**config.mk**
```make
export PLATFORM = sky130hd
export DESIGN_NAME = systolic_edge_feeder
export DESIGN_NICKNAME = d
export VERILOG_FILES = /design/src/rtl/systolic_edge_feeder.sv
export SDC_FILE = /design/constraint.sdc
export NUM_CORES = 1
export LEC_CHECK = 0
export ABC_AREA = 1
export BUFFER_PORTS_ARGS = -buffer_cell sky130_fd_sc_hd__buf_2
export CORE_UTILIZATION = 39
export DETAILED_ROUTE_END_ITERATION = 10
export RECOVER_POWER = 100
export REMOVE_ABC_BUFFERS = 1
export SYNTH_ARGS = -nofsm -noshare
export SYNTH_HDL_FRONTEND = slang
export SYNTH_SLANG_ARGS = --single-unit
```
**constraint.sdc**
```tcl
create_clock -name clk -period 4 [get_ports clk]
set_input_delay 0 -clock clk [delete_from_list [all_inputs] [get_ports clk]]
set_output_delay 0 -clock clk [all_outputs]
set_load 0.02 [all_outputs]
```
**src/rtl/systolic_edge_feeder.sv**
```systemverilog
// Operand feeder for one edge of an N-lane systolic array.
// Streams K-deep lane vectors with i-cycle skew, then zero-drains.
module systolic_edge_feeder #(
    parameter int N = 4,
    parameter int K = 4,
    parameter int W = 32,
    parameter int DRAIN = 4,
    parameter logic [2:0] DATA_TYPE = 3'b011,
    localparam int LW = (N > 1) ? $clog2(N) : 1,
    localparam int KW = (K > 1) ? $clog2(K) : 1
) (
    input  logic           clk,
    input  logic           rst,
    input  logic           wr_en,
    input  logic [LW-1:0]  wr_lane,
    input  logic [KW-1:0]  wr_idx,
    input  logic [W-1:0]   wr_data,
    input  logic           start,
    output logic           busy,
    output logic           done,
    output logic [N*W-1:0] lane_data,
    output logic [N-1:0]   lane_valid
);

    localparam int CW = $clog2(K + N + DRAIN);

    typedef enum logic [1:0] {
        IDLE,
        STREAM,
        FLUSH,
        DONE
    } state_t;

    state_t state_q, state_d;
    logic [CW-1:0] step_q, step_d;
    logic [W-1:0] mem_q [N][K];

    logic           wr_ok;
    logic [W-1:0]   wr_fmt;
    logic [N*W-1:0] data_d;
    logic [N-1:0]   valid_d;

    // Sign extension happens once on the way into the buffer.
    always_comb begin
        case (DATA_TYPE)
            3'b011:  wr_fmt = W'($signed(wr_data[7:0]));
            3'b100:  wr_fmt = W'($signed(wr_data[15:0]));
            default: wr_fmt = wr_data;
        endcase
    end

    assign wr_ok = wr_en && (state_q == IDLE)
                   && (int'(wr_lane) < N) && (int'(wr_idx) < K);

    always_comb begin
        state_d = state_q;
        step_d  = step_q;
        case (state_q)
            IDLE: begin
                if (start) begin
                    state_d = STREAM;
                    step_d  = '0;
                end
            end
            STREAM: begin
                if (step_q == CW'(K + N - 2)) begin
                    step_d  = '0;
                    state_d = (DRAIN > 0) ? FLUSH : DONE;
                end else begin
                    step_d = step_q + 1'b1;
                end
            end
            FLUSH: begin
                if (step_q == CW'(DRAIN - 1)) begin
                    step_d  = '0;
                    state_d = DONE;
                end else begin
                    step_d = step_q + 1'b1;
                end
            end
            default: begin
                state_d = IDLE;
                step_d  = '0;
            end
        endcase
    end

    // Outputs are registered from the next step, so a same-edge write
    // must be forwarded into the first slot it would land in.
    always_comb begin
        data_d  = '0;
        valid_d = '0;
        for (int i = 0; i < N; i++) begin
            if (state_d == STREAM && int'(step_d) >= i
                && int'(step_d) - i < K) begin
                valid_d[i] = 1'b1;
                data_d[i*W +: W] = mem_q[i][int'(step_d) - i];
                if (wr_ok && int'(wr_lane) == i
                    && int'(wr_idx) == int'(step_d) - i) begin
                    data_d[i*W +: W] = wr_fmt;
                end
            end
        end
    end

    always_ff @(posedge clk) begin
        if (rst) begin
            state_q    <= IDLE;
            step_q     <= '0;
            busy       <= 1'b0;
            done       <= 1'b0;
            lane_data  <= '0;
            lane_valid <= '0;
            for (int i = 0; i < N; i++) begin
                for (int k = 0; k < K; k++) begin
                    mem_q[i][k] <= '0;
                end
            end
        end else begin
            state_q    <= state_d;
            step_q     <= step_d;
            busy       <= (state_d == STREAM) || (state_d == FLUSH);
            done       <= (state_d == DONE);
            lane_data  <= data_d;
            lane_valid <= valid_d;
            if (wr_ok) begin
                mem_q[wr_lane][wr_idx] <= wr_fmt;
            end
        end
    end

endmodule

```
-- Word level (Yosys, flattened, before mapping)
Memories as Yosys holds them, arrays and structs flattened.
Cells that the tools add are included.
W data, S select, Z words.
- output and inout bits: 134
- bits in latches: 0
- flip-flop bits (word level): 140
- input bits: 40
- bits in read-only memories: 0
- logic and storage cells: 113
- memories: 1
- RAM bits: 512
- multiply operators: 0
- shift operators: 0
- add/subtract/negate cells: 4
- bitwise gates (word level): 9
- muxes and demuxes: 38
- order comparisons: 13
- eq/ne operators: 14
- reduce and logical (&&, ||, !) cells: 25
- div/mod/pow operators: 0
- memories (memory ; words ; bits a word ; rd ports ; clocked after Yosys merged registers in ; wr ports ; RTL line ; RTL):
    mem_q ; 4 ; 128 ; 4 ; 0 ; 4 ; 36 ; logic [W-1:0] mem_q [N][K];
- operators by type and width (kind ; count):
    $mux W32 ; 13
    $mux W128 ; 3
    $bmux W32 S2 ; 4
    $ge A32 B3 Y1 const B ; 4
    $reduce_or A128 Y1 ; 1
    $not A32 Y32 ; 3
    $demux W32 S2 ; 1
    $not A4 Y32 ; 1
    $logic_and A1 B1 Y1 ; 17
    $eq A3 B5 Y1 ; 3
    $lt A5 B4 Y1 const B ; 3
    $mux W4 ; 3
    $pmux W4 S3 ; 1
    $eq A2 B2 Y1 const B ; 5
    $sub A4 B2 Y5 const B ; 2
    $ge A4 B2 Y1 const B ; 2
    $mux W1 ; 8
    $mux W2 ; 4
    $reduce_or A2 Y1 ; 4
    $eq A2 B1 Y1 const B ; 3
    $pmux W2 S3 ; 1
    $sub A4 B1 Y5 const B ; 1
    $add A4 B1 Y4 const B ; 1
    $eq A3 B4 Y1 ; 1
    10 further kinds ; 14

-- Longest topological paths before layout
Gate-level depths: netlist of the first run.
- depth after elaboration: 9
- gate-level depth with buffers: 20
- depth with buffers taken out: 17

-- Worst setup path before layout of the first run
No wires, ideal clock.
- path kind: reg-to-reg
- start: register step_q[0]
- end: register lane_data[100]
- data arrival time: 2727 ps
- required time: 3887 ps
- period minus slack after synthesis: 2840 ps
- cell stages (with the launch flop): 20
- slack: 1160 ps
- cells stage by stage: dfxtp_1 > inv_1 > ha_1 > nand3_2 > nand2_2 > nand2_4 > nand2_1 > nand2_1 > buf_4 > buf_4 > ha_1 > clkbuf_1 > xnor2_1 > and3_1 > nand3_2 > nor2_4 > buf_6 > nand2_1 > nand2_1 > nor2_1
- longest elaborated chain between the ends: 9
- RTL lines (item ; RTL line ; RTL):
    start, declared ; 35 ; logic [CW-1:0] step_q, step_d;
    start signal, assigned ; 121 ; step_q <= step_d;
    $add A4 B1 Y4 (tied with other cells) ; 70, 78 ;
    $mux W4 (on tied branches) ; 74, 66 ;
    $pmux W4 S3 * ; 58 ; case (state_q)
    named net step_d[1] ; 35 ;
    parallel branches: the longest is 6 deep, another holds $sub A4 B2 Y5 ; n/a ;
    end signal, assigned ; 124 ; lane_data <= data_d;
    end, declared ; 21 ; output logic [N*W-1:0] lane_data,
Mark *: on every way through the listed nets, which the timed path passes. The select of a mux whose other input is x is not followed.
A chain may end at the register's enable or synchronous reset.

-- Worst setup path after layout of the first run
- start: register step_q[0]
- end: register lane_data[69]
- longest elaborated chain between the ends: 9
- RTL lines (item):
    parallel branches: the longest is 9 deep, another holds $sub A4 B2 Y5
Several ways; the timed one is not identified. The select of a mux whose other input is x is not followed.

==> results of run 1 <==
-- area by class of cell --
| cell class | instances | area share (%) |
|---|---|---|
| Sequential cell | 172 | 51.8 |
| Multi-Input combinational cell | 577 | 28.8 |
| Timing Repair Buffer | 169 | 8.09 |
| Clock buffer | 18 | 4.70 |
| Tap cell | 275 | 3.77 |
| Inverter | 44 | 1.81 |
| Clock inverter | 14 | 1.06 |
-- cell usage after synthesis (all sizes together), types with 4 or more instances --
master | instances | area, sq um
clkinv | 9 | 33.8
ha | 11 | 138
edfxtp | 128 | 3840
inv | 35 | 131
nand2 | 125 | 549
buf | 109 | 806
nor2 | 291 | 1140
nand3 | 24 | 158
clkbuf | 19 | 71.3
o22ai | 27 | 169
nor3 | 4 | 20.0
o21ai | 79 | 395
dfxtp | 44 | 881
nand4 | 6 | 37.5
-- worst min-delay path by stage --
| stage | to | slack (ns) | cells after the start |
|---|---|---|---|
| 6_report | lane_data[67] | 0.23 | 6 |
| 5_1_grt | lane_data[65] | 0.30 | 6 |
| 4_1_cts | mem_q[0][99] | 0.21 | 4 |
| 3_5_place_dp | busy | 0.29 | 2 |
| 3_3_place_gp | done | 0.28 | 2 |
| 2_1_floorplan | state_q[0] | 0.07 | 1 |
-- cell families (layout without fill, tap and decap cells) --
kind of cell | after synthesis | in the layout | share of synthesized area [%]
adder cells (fa/ha/maj) | 11 | 11 | 1.62
AO/OA/AOI/OAI | 111 | 111 | 7.38
XOR/XNOR | 1 | 1 | 0.103
flip-flops | 172 | 172 | 55.6
buffers and inverters | 172 | 245 | 12.3
AND/OR/NAND/NOR | 454 | 454 | 23.0
-- flip-flops by register name (all words and copies together) (netlist names) --
name,count
state_q,2
step_q,4
done,1
lane_valid,4
lane_data,32
busy,1
mem_q,128
-- metrics by stage --
stage	power [mW]	worst slack (ns)	hold WS [ns]
3_5_place_dp	2.59	0.905	0.289
5_1_grt	4.19	0.295	0.303
2_1_floorplan	2.40	0.336	0.0694
6_report	4.03	0.574	0.234
3_3_place_gp	2.59	0.905	0.282
4_1_cts	4.07	0.873	0.207
-- power by group through the flow --
stage	Combinational, mW	Sequential [mW]	Clock [mW]
after global routing	0.603	2.01	1.58
final	0.542	2.00	1.49
after detailed placement	0.552	2.04	0
after CTS	0.562	2.00	1.51
after global placement	0.552	2.04	0
after floorplan	0.289	2.11	0
-- worst register-to-register path, delay by kind of cell (launching register included) --
| kind | cells | cell delay, ns |
|---|---|---|
| flip-flops | 1 | 0.37 |
| AND/OR/NAND/NOR | 10 | 1.45 |
| buffers and inverters | 4 | 0.95 |
| adder cells (fa/ha/maj) | 2 | 0.57 |
-- layer usage --
layer  up-vias  wire length, um  GRT usage, %
met3        24             1220          3.96
met4         4              340          6.12
met5         -               22             0
met2       203             9770          30.2
met1      2934             8820          24.1
li1       3056                -             -
-- what timing repair did --
item / CTS / global route
buffers inserted: 0 / 0
hold buffers: 10 / 0
hold endpoints to repair: 26 / 0
==> out/qor.yml, run 1 <==
worst_setup_path:
  start_kind: "flip-flop"
  path_depth: 16
  r2r-start: "step_q[0]"
  crit_fanout: 14
  critPathRequiredTime_ns: 4.35
  startpoint: "step_q[0]"
  critical_path.top_delay_family: "simple AND/OR/NAND/NOR gates"
  reg2reg_to: "lane_data[69]"
  cp_slowest_cell: "clkbuf_1"
  path_class: "flip-flop to flip-flop"
  crit_arrival_ns: 3.78
  r2r_cells: 16
  critPathMostFrequentCell: "nand2_1"
  cp-end-kind: "flip-flop"
  r2r_slack_ns: 0.57
  crit_end: "lane_data[69]"
  crit_buf_inv: 4
  critical-path-max-stage-delay_ns: 0.54
  path_cells: "inv_1, ha_1, nand3_1, nand2_1, nand2_1, nand2_1, nand2_1, clkbuf_1, ha_1, inv_1, nand4_1, nor2_1, nand3b_4, inv_2, nor2_1, nor2_1"
clock_tree:
  htree_levels: 4
  cts_tree: "yes"
  numCtsBuffers: 17
  insertion_delay_ns: 0.43
  root_buffer: "clkbuf_16"
  clk_pin_slew_worst_paths_ns: 0.07
  cts_resized: 0
  cts.sinks: 172
  cts.path.max_buffers: 2
finish:
  areaGrowthSynthToFinish_pct: 7.38
  register_area_sq_um: 4720
  final_cell_count_no_fill: 1269
  multi_input_area_sq_um: 2630
  num-nets-final: 1032
  antenna_cells: 0
  fill_cells: 2180
  design_area_sq_um: 9120
  final_cell_mix: "285 x nor2_1, 139 x clkbuf_1, 128 x edfxtp_1"
  drive_above_1_share_pct: 7.24
  fin_util_pct: 43.0
  final_common_cell: "nor2_1"
timing:
  slew_viol_final: 0
  clock_skew_ns: 0.00969
  relSlewSlack_pct: 48.1
  max_freq_ghz: 0.292
  period_needed_ns: 3.43
  worst_pin_slew_ns: 0.774
  rsz0062_at_grt: "false"
  hold_viol_final: 0
  fin_tns_setup_ns: 0
  period_share_pct: 85.7
  setup_viol: 0
power:
  power_frac_comb_pct: 13.4
  power_density_nw_per_um2: 442
  power_leakage_nw: 3.62
  p_switching_mw: 1.12
  vdd_drop_max_mv: 0.259
  power.share.sequential_pct: 49.7
  p_clk_share_pct: 36.9
  switching_share_pct: 27.7
  intPower_mw: 2.92
logic_synthesis:
  ys_seq_area_share_pct: 55.6
  post_synth.cell_area_avg_sq_um: 9.22
  synth.distinct_cells: 32
  yosysWarnings: 0
  ys_ff_latch: 172
  synth_edf_count: 128
  synth_ff_type: "edfxtp_1"
  ys_async_sr_fraction_pct: 0
  syn-cell-area_sq_um: 8500
  postSynthCellCount: 921
route:
  drtPass1Iterations: 5
  ant_nets: 0
  post_drt_wl_per_cell_um: 15.9
  vias: 6221
  via_per_inst: 4.90
  finalWirelength_um: 20200
  drc_errors: 0
  drtIter0Drc: 626
flow_run:
  max_cap_violations: 0
placed_design:
  gp_congestion: 0.819
  place_area_sq_um: 8780
  portBuffers: 149
  post-place-cells: 1227
  dp_hpwl_um: 13400
status:
  outcome: "finished clean"
floorplan:
  core_area_sq_um: 21200
  chipHeight_um: 150
  pin_count: 174
  dieArea_sq_um: 22400
  fp-row-count: 53
  die_w_um: 150
  initial_core_util_pct: 40.0
global_routing:
  grt_pass1_wl_um: 30800
  grt-ovfl-total: 0
  track_usage_pct: 18.5
  grt_pass1_vias: 5583
  antenna_found_initial: 2
  grt_max_degree: 67
hold_path:
  hold_class: "input port to flip-flop"
  hold_start: "wr_idx[1]"
Note: power is estimated with default switching activity, not from simulation.
==> run 2, diff against run 1 <==
Settings changed: ABC_AREA 1 to 0.
==> run 2 against run 1 <==
Wire length shrank 12%. Die area grew 1.5%. Synthesized area up 1.5%. Sequential cell count stayed put. Final cell count fell by 11%. Setup slack worse by 0.23 ns. Synthesized cell count decreased by 14%. Critical path depth decreased by 3. Combinational power shrank 18%. Fmax fell by 6.4%. Clock-buffer cell count is 2 higher.
==> out/qor.yml, run 2 <==
status:
  outcome: "finished clean"
placed_design:
  portBuffers: 149  # unchanged
  dp_hpwl_um: 11800  # -11%
  place_ws_ns: 0.216  # -0.689 ns
  gp_congestion: 0.806  # -1.7%
timing:
  hold_viol_final: 0  # unchanged
  period_share_pct: 91.5  # +5.9 points
  timing.hold.ws_ns: 0.0279  # -0.206 ns
  max_freq_ghz: 0.273  # -6.4%
  worst_pin_slew_ns: 0.783  # +0.00913 ns
  relSlewSlack_pct: 47.6  # -0.52 points
  setup_viol: 0  # unchanged
  setup_slack_ns: 0.339  # -0.235 ns
  clock_skew_ns: 0.00830  # -0.00139 ns
  rsz0062_at_grt: "false"
  slew_viol_final: 0  # unchanged
  period_needed_ns: 3.66  # +0.235 ns
power:
  power_density_nw_per_um2: 431  # -2.5%
  vdd_drop_max_mv: 0.268  # +3.7%
  power_leakage_nw: 3.40  # -6.2%
  finalPower_mw: 4.01  # -0.46%
logic_synthesis:
  synth.area.top_cells: "edfxtp_1 45%, dfxtp_1 10%, and2_1 9.4%, buf_4 8.6%, mux4_2 4.2%"
  yosysWarnings: 0  # unchanged
  synth_ff_type: "edfxtp_1"
  synth_edf_count: 128  # unchanged
  synth.distinct_cells: 48  # +50%
  postSynthCellCount: 789  # -14%
  syn-cell-area_sq_um: 8620  # +1.5%
  ys_ff_latch: 172  # unchanged
  post_synth.cell_area_avg_sq_um: 10.9  # +19%
  ys_async_sr_fraction_pct: 0  # unchanged
  yosysMostFrequentCell: "and2_1"
  yosysTopAreaCell: "edfxtp_1"
  ys_seq_area_share_pct: 54.8  # -0.83 points
  synth_commonest_cells: "129 x and2_1, 128 x edfxtp_1, 99 x buf_4, 91 x nand2_1, 54 x nand3_1"
  yosysTopAreaCellShare_pct: 44.6  # -0.68 points
flow_run:
  max_cap_violations: 0  # unchanged
worst_setup_path:
  critPathRequiredTime_ns: 4.32  # -0.03 ns
  path_class: "flip-flop to flip-flop"
  crit_buf_inv: 1  # -3
  cp_slowest_cell: "or4b_1"
  start_kind: "flip-flop"
  crit_arrival_ns: 3.99  # +0.21 ns
  cp-end-kind: "flip-flop"
  critical-path-max-stage-delay_ns: 0.51  # -0.03 ns
  critPathMostFrequentCell: "ha_1"
  crit_fanout: 8  # -6
  critical_path.top_delay_family: "simple AND/OR/NAND/NOR gates"
  path_cells: "ha_1, or4b_1, and4_4, nor2_4, clkinv_1, ha_1, xor2_1, or4_1, or3_1, a211oi_2, a22oi_2, mux2i_1, nor2_1"
clock_tree:
  cts_tree: "yes"
  numCtsBuffers: 17  # unchanged
  cts.path.max_buffers: 2  # unchanged
  clk_pin_slew_worst_paths_ns: 0.07  # about the same
  ctsHoldBuffers: 0  # -10
  root_buffer: "clkbuf_16"
  insertion_delay_ns: 0.43  # about the same
  cts.sinks: 172  # unchanged
  htree_levels: 4  # unchanged
route:
  drc_errors: 0  # unchanged
  finalWirelength_um: 17700  # -12%
  drtPass1Iterations: 5  # unchanged
  vias: 5308  # -15%
  ant_nets: 0  # unchanged
  post_drt_wl_per_cell_um: 15.7  # -1.3%
  via_per_inst: 4.71  # -3.9%
  drtIter0Drc: 289  # -54%
global_routing:
  grt_pass1_wl_um: 27500  # -11%
  track_usage_pct: 16.3  # -2.1 points
  grt_max_degree: 38  # -43%
  grt_pass1_vias: 4848  # -13%
  antenna_found_initial: 2  # unchanged
  grt-ovfl-total: 0  # unchanged
floorplan:
  die_w_um: 151  # +0.75%
  initial_core_util_pct: 39.6  # -0.39 points
  fp-row-count: 54  # +1.9%
  pin_count: 174  # unchanged
  core_area_sq_um: 21800  # +2.5%
  dieArea_sq_um: 22700  # +1.5%
  chipHeight_um: 151  # +0.75%
finish:
  fin_util_pct: 42.8  # -0.19 points
  reg.largest.list: "mem_q (128), lane_data (32)"
  num-nets-final: 883  # -14%
  largest_register_ffs: 128  # unchanged
  final_common_cell: "clkbuf_1"
  final_cell_mix: "137 x clkbuf_1, 128 x edfxtp_1, 91 x nand2_1"
  largest-register: "mem_q"
  areaGrowthSynthToFinish_pct: 7.96
  drive_above_1_share_pct: 9.70  # +2.5 points
hold_path:
  hold_class: "input port to flip-flop"
==> run 2: worst min-delay path, cell delays in order <==
cell     delay (ns)
buf_2          0.23
nand2_1        0.10
a21oi_1        0.07
==> run 2: cells by family (layout without fill, tap and decap cells) <==
logic type / count (synthesis) / in the layout / share of synthesized area (%)
xor+xnor: 8 / 8 / 0.812
fa+ha+maj: 11 / 11 / 1.60
mux: 33 / 33 / 6.15
flops: 172 / 172 / 54.8
buf+inv: 152 / 208 / 11.2
other cells: 0 / 2 / 0
simple gates: 367 / 367 / 22.1
compound gates: 46 / 46 / 3.41
==> run 2: layout make-up <==
type,count,area [sq um]
fillers,2125,12400
multi-input cells,465,2960
diodes,2,5.00
clock inverters,12,113
repair buffers,161,666
well taps,280,350
clock buffers,20,437
inverters,15,60.1
flip-flops and latches,172,4720
==> run 2: repair_timing <==
| item | in CTS | in global routing |
|---|---|---|
| gates resized for setup | 0 | 3 |
| setup buffers | 0 | 0 |
| endpoints found under the setup margin | 0 | 15 |
==> run 2: worst paths after layout <==
| kind | start | to | slack [ns] | cells past startpoint |
|---|---|---|---|---|
| min | wr_data[7] | lane_data[84] | 0.03 | 3 |
| max reg2reg | step_q[0] | lane_data[126] | 0.34 | 13 |
| max | step_q[0] | lane_data[126] | 0.34 | 13 |
| min reg2reg | mem_q[2][100] | lane_data[68] | 0.67 | 4 |
==> run 2: metal layers <==
layer / part of all wire [%] / up-vias / track usage, %
met5: 0 / - / 0
met4: 1.3 / 0 / 5.40
met3: 5.5 / 19 / 4.45
met2: 45 / 133 / 24.4
met1: 48 / 2474 / 22.8
li1: - / 2682 / -
==> run 2: per-stage QoR <==
stage,TNS [ns],instances,area [sq um]
after CTS,0,1125,9460
after global routing,0,1125,9310
after global placement,0,1093,8910
final,0,1127,9310
after floorplan,-47.17,652,7720
after detailed placement,0,1093,8910
==> run 2: power by group <==
part           internal (mW)  switching, mW
clock network          0.862          0.700
logic                  0.147          0.300
registers               1.98         0.0277
total                   2.99           1.03
==> run 3, diff against run 2 <==
Settings changed: ABC_AREA 0 to 1, PLACE_DENSITY set to 0.65.
==> run 3 against run 2 <==
Setup slack better by 0.29 ns. Clock-buffer cell count down 1. Critical endpoint is now lane_data[34]. Final cell count increased by 13%. Clock skew about the same. Sequential power about the same. Register-to-register slack better by 0.29 ns. Design area down 1.0%. Critical path depth grew 3.
==> out/qor.yml, run 3 (synthesis results as in run 1) <==
finish:
  fin_util_pct: 43.4  # +0.62 points
  drive_above_1_share_pct: 7.97  # -1.7 points
  reg.largest.list: "mem_q (128), lane_data (32)"
  largest_register_ffs: 128  # unchanged
  num-nets-final: 1029  # +17%
  largest-register: "mem_q"
  fill_cells: 2163  # +1.8%
  areaGrowthSynthToFinish_pct: 8.45
  final_cell_mix: "284 x nor2_1, 137 x clkbuf_1, 128 x edfxtp_1"
  final_common_cell: "nor2_1"
floorplan:
  core_area_sq_um: 21200  # -2.5%
  dieArea_sq_um: 22400  # -1.5%
  initial_core_util_pct: 40.0  # +0.39 points
  fp-row-count: 53  # -1.9%
  die_w_um: 150  # -0.74%
  chipHeight_um: 150  # -0.74%
  pin_count: 174  # unchanged
timing:
  max_freq_ghz: 0.296  # +8.5%
  setup_viol: 0  # unchanged
  worst_pin_slew_ns: 0.775  # -0.00782 ns
  relSlewSlack_pct: 47.9  # +0.29 points
  hold_viol_final: 0  # unchanged
  fin_tns_setup_ns: 0  # unchanged
  setup_slack_ns: 0.625  # +0.286 ns
  rsz0062_at_grt: "false"
  period_share_pct: 84.4  # -7.2 points
  period_needed_ns: 3.38  # -0.286 ns
  clock_skew_ns: 0.00843  # +0.000134 ns
  timing.hold.ws_ns: 0.206  # +0.178 ns
  slew_viol_final: 0  # unchanged
clock_tree:
  htree_levels: 4  # unchanged
  cts.path.max_buffers: 2  # unchanged
  cts_resized: 0  # unchanged
  numCtsBuffers: 17  # unchanged
  cts.sinks: 172  # unchanged
  root_buffer: "clkbuf_16"
  cts_setup_buffers: 0  # unchanged
  insertion_delay_ns: 0.43  # about the same
  clk_pin_slew_worst_paths_ns: 0.07  # about the same
  cts_tree: "yes"
global_routing:
  grt_pass1_vias: 5619  # +16%
  antenna_found_initial: 4  # +2
  track_usage_pct: 18.7  # +2.3 points
  grt_pass1_wl_um: 31000  # +13%
  grt-ovfl-total: 0  # unchanged
  grt_max_degree: 67  # +76%
placed_design:
  dp_hpwl_um: 13100  # +11%
  place_ws_ns: 0.914  # +0.697 ns
  gp_congestion: 0.860  # +6.7%
  portBuffers: 149  # unchanged
route:
  post_drt_wl_per_cell_um: 16.0  # +1.8%
  ant_nets: 0  # unchanged
  vias: 6250  # +18%
  drtPass1Iterations: 5  # unchanged
  drc_errors: 0  # unchanged
  finalWirelength_um: 20300  # +15%
  via_per_inst: 4.93  # +4.7%
  drtIter0Drc: 593  # +110%
power:
  intPower_mw: 3.11  # +4.1%
  p_clk_share_pct: 39.6  # +0.7 points
  power_density_nw_per_um2: 459  # +6.4%
  p_switching_mw: 1.12  # +8.7%
  power.share.sequential_pct: 47.4  # -2.6 points
  power_frac_comb_pct: 13.0  # +1.9 points
  vdd_drop_max_mv: 0.222  # -17%
  switching_share_pct: 26.4  # +0.83 points
  power_leakage_nw: 3.66  # +7.6%
worst_setup_path:
  start_kind: "flip-flop"
  crit_arrival_ns: 3.73  # -0.26 ns
  crit_fanout: 11  # +3
  path_class: "flip-flop to flip-flop"
  reg2reg_to: "lane_data[34]"
  r2r-start: "step_q[0]"
  r2r_cells: 16  # +3
  critPathRequiredTime_ns: 4.35  # +0.03 ns
  r2r_slack_ns: 0.62  # +0.29 ns
  startpoint: "step_q[0]"
  cp-end-kind: "flip-flop"
flow_run:
  max_cap_violations: 0  # unchanged
hold_path:
  hold_class: "input port to flip-flop"
  hold_depth: 8  # +5
  hold_start: "wr_idx[0]"
  hold_end: "lane_data[62]"
status:
  outcome: "finished clean"
-- run 3: changes by cell type in the layout (fill, tap and decap cells not counted), moves of 17 or more --
cell     previous run  this run
nand3_1            54        19
and2_1             67         0
and2_0             62         0
nor2_1             47       284
a21oi_1            21         2
mux2i_1            17         0
nand2_1            91       117
o21ai_0             7        78
o22ai_1             2        27
-- run 3: worst max path at each step --
| stage | cells past startpoint | endpoint | slack, ns |
|---|---|---|---|
| floorplan | 14 | lane_data[32] | 0.34 |
| global placement | 13 | lane_data[37] | 0.94 |
| detailed placement | 13 | lane_data[37] | 0.91 |
| CTS | 12 | lane_data[126] | 0.90 |
| global route | 16 | lane_data[38] | 0.31 |
| finish | 16 | lane_data[34] | 0.62 |
-- run 3: routing by layer --
metal	global-route usage [%]	vias up	routed length, um	part of all wire [%]
met1	24.5	2920	8760	43
met4	7.24	4	413	2.0
met3	4.45	31	1500	7.4
met5	0	-	21	0.10
li1	-	3061	-	-
met2	29.7	234	9560	47
-- run 3: final cells by class --
type	count	area [sq um]	share of cell area, %
tap	275	344	3.73
timing repair buffer	166	727	7.89
inverter	44	165	1.79
antenna	2	5.00	0.0543
clock inverter	13	166	1.81
multi-input combinational	577	2650	28.7
sequential	172	4720	51.3
clock buffer	19	433	4.70
-- run 3: critical path: stages (launching register included) --
cell	delay (ns)
dfxtp_1	0.38
inv_1	0.11
ha_1	0.23
nand3_1	0.12
nand2_1	0.13
nand2_4	0.13
nand2_1	0.05
nand2_1	0.25
inv_2	0.18
buf_4	0.22
ha_1	0.22
nand3b_1	0.17
nand2_1	0.14
nand3_2	0.10
a21oi_1	0.57
nand2_1	0.11
nor2_1	0.18
-- run 3: timing repair --
action / CTS / global route
hold endpoints to repair: 23 / 0
endpoints found under the setup margin: 0 / 0
hold buffers: 10 / 0
-- run 3: power groups by stage --
stage | sequential, mW | clock [mW] | combinational, mW
3_3_place_gp | 2.04 | 0 | 0.553
6_report | 2.00 | 1.68 | 0.548
5_1_grt | 2.01 | 1.77 | 0.602
4_1_cts | 2.00 | 1.70 | 0.567
3_5_place_dp | 2.04 | 0 | 0.557
2_1_floorplan | 2.11 | 0 | 0.289
-- run 3: stage by stage --
stage / cell area (sq um) / cells / power, mW
after floorplan: 7620 / 793 / 2.40
after global placement: 8760 / 1224 / 2.59
after detailed placement: 8760 / 1224 / 2.60
after CTS: 9460 / 1266 / 4.27
after global routing: 9210 / 1267 / 4.38
final: 9210 / 1268 / 4.23
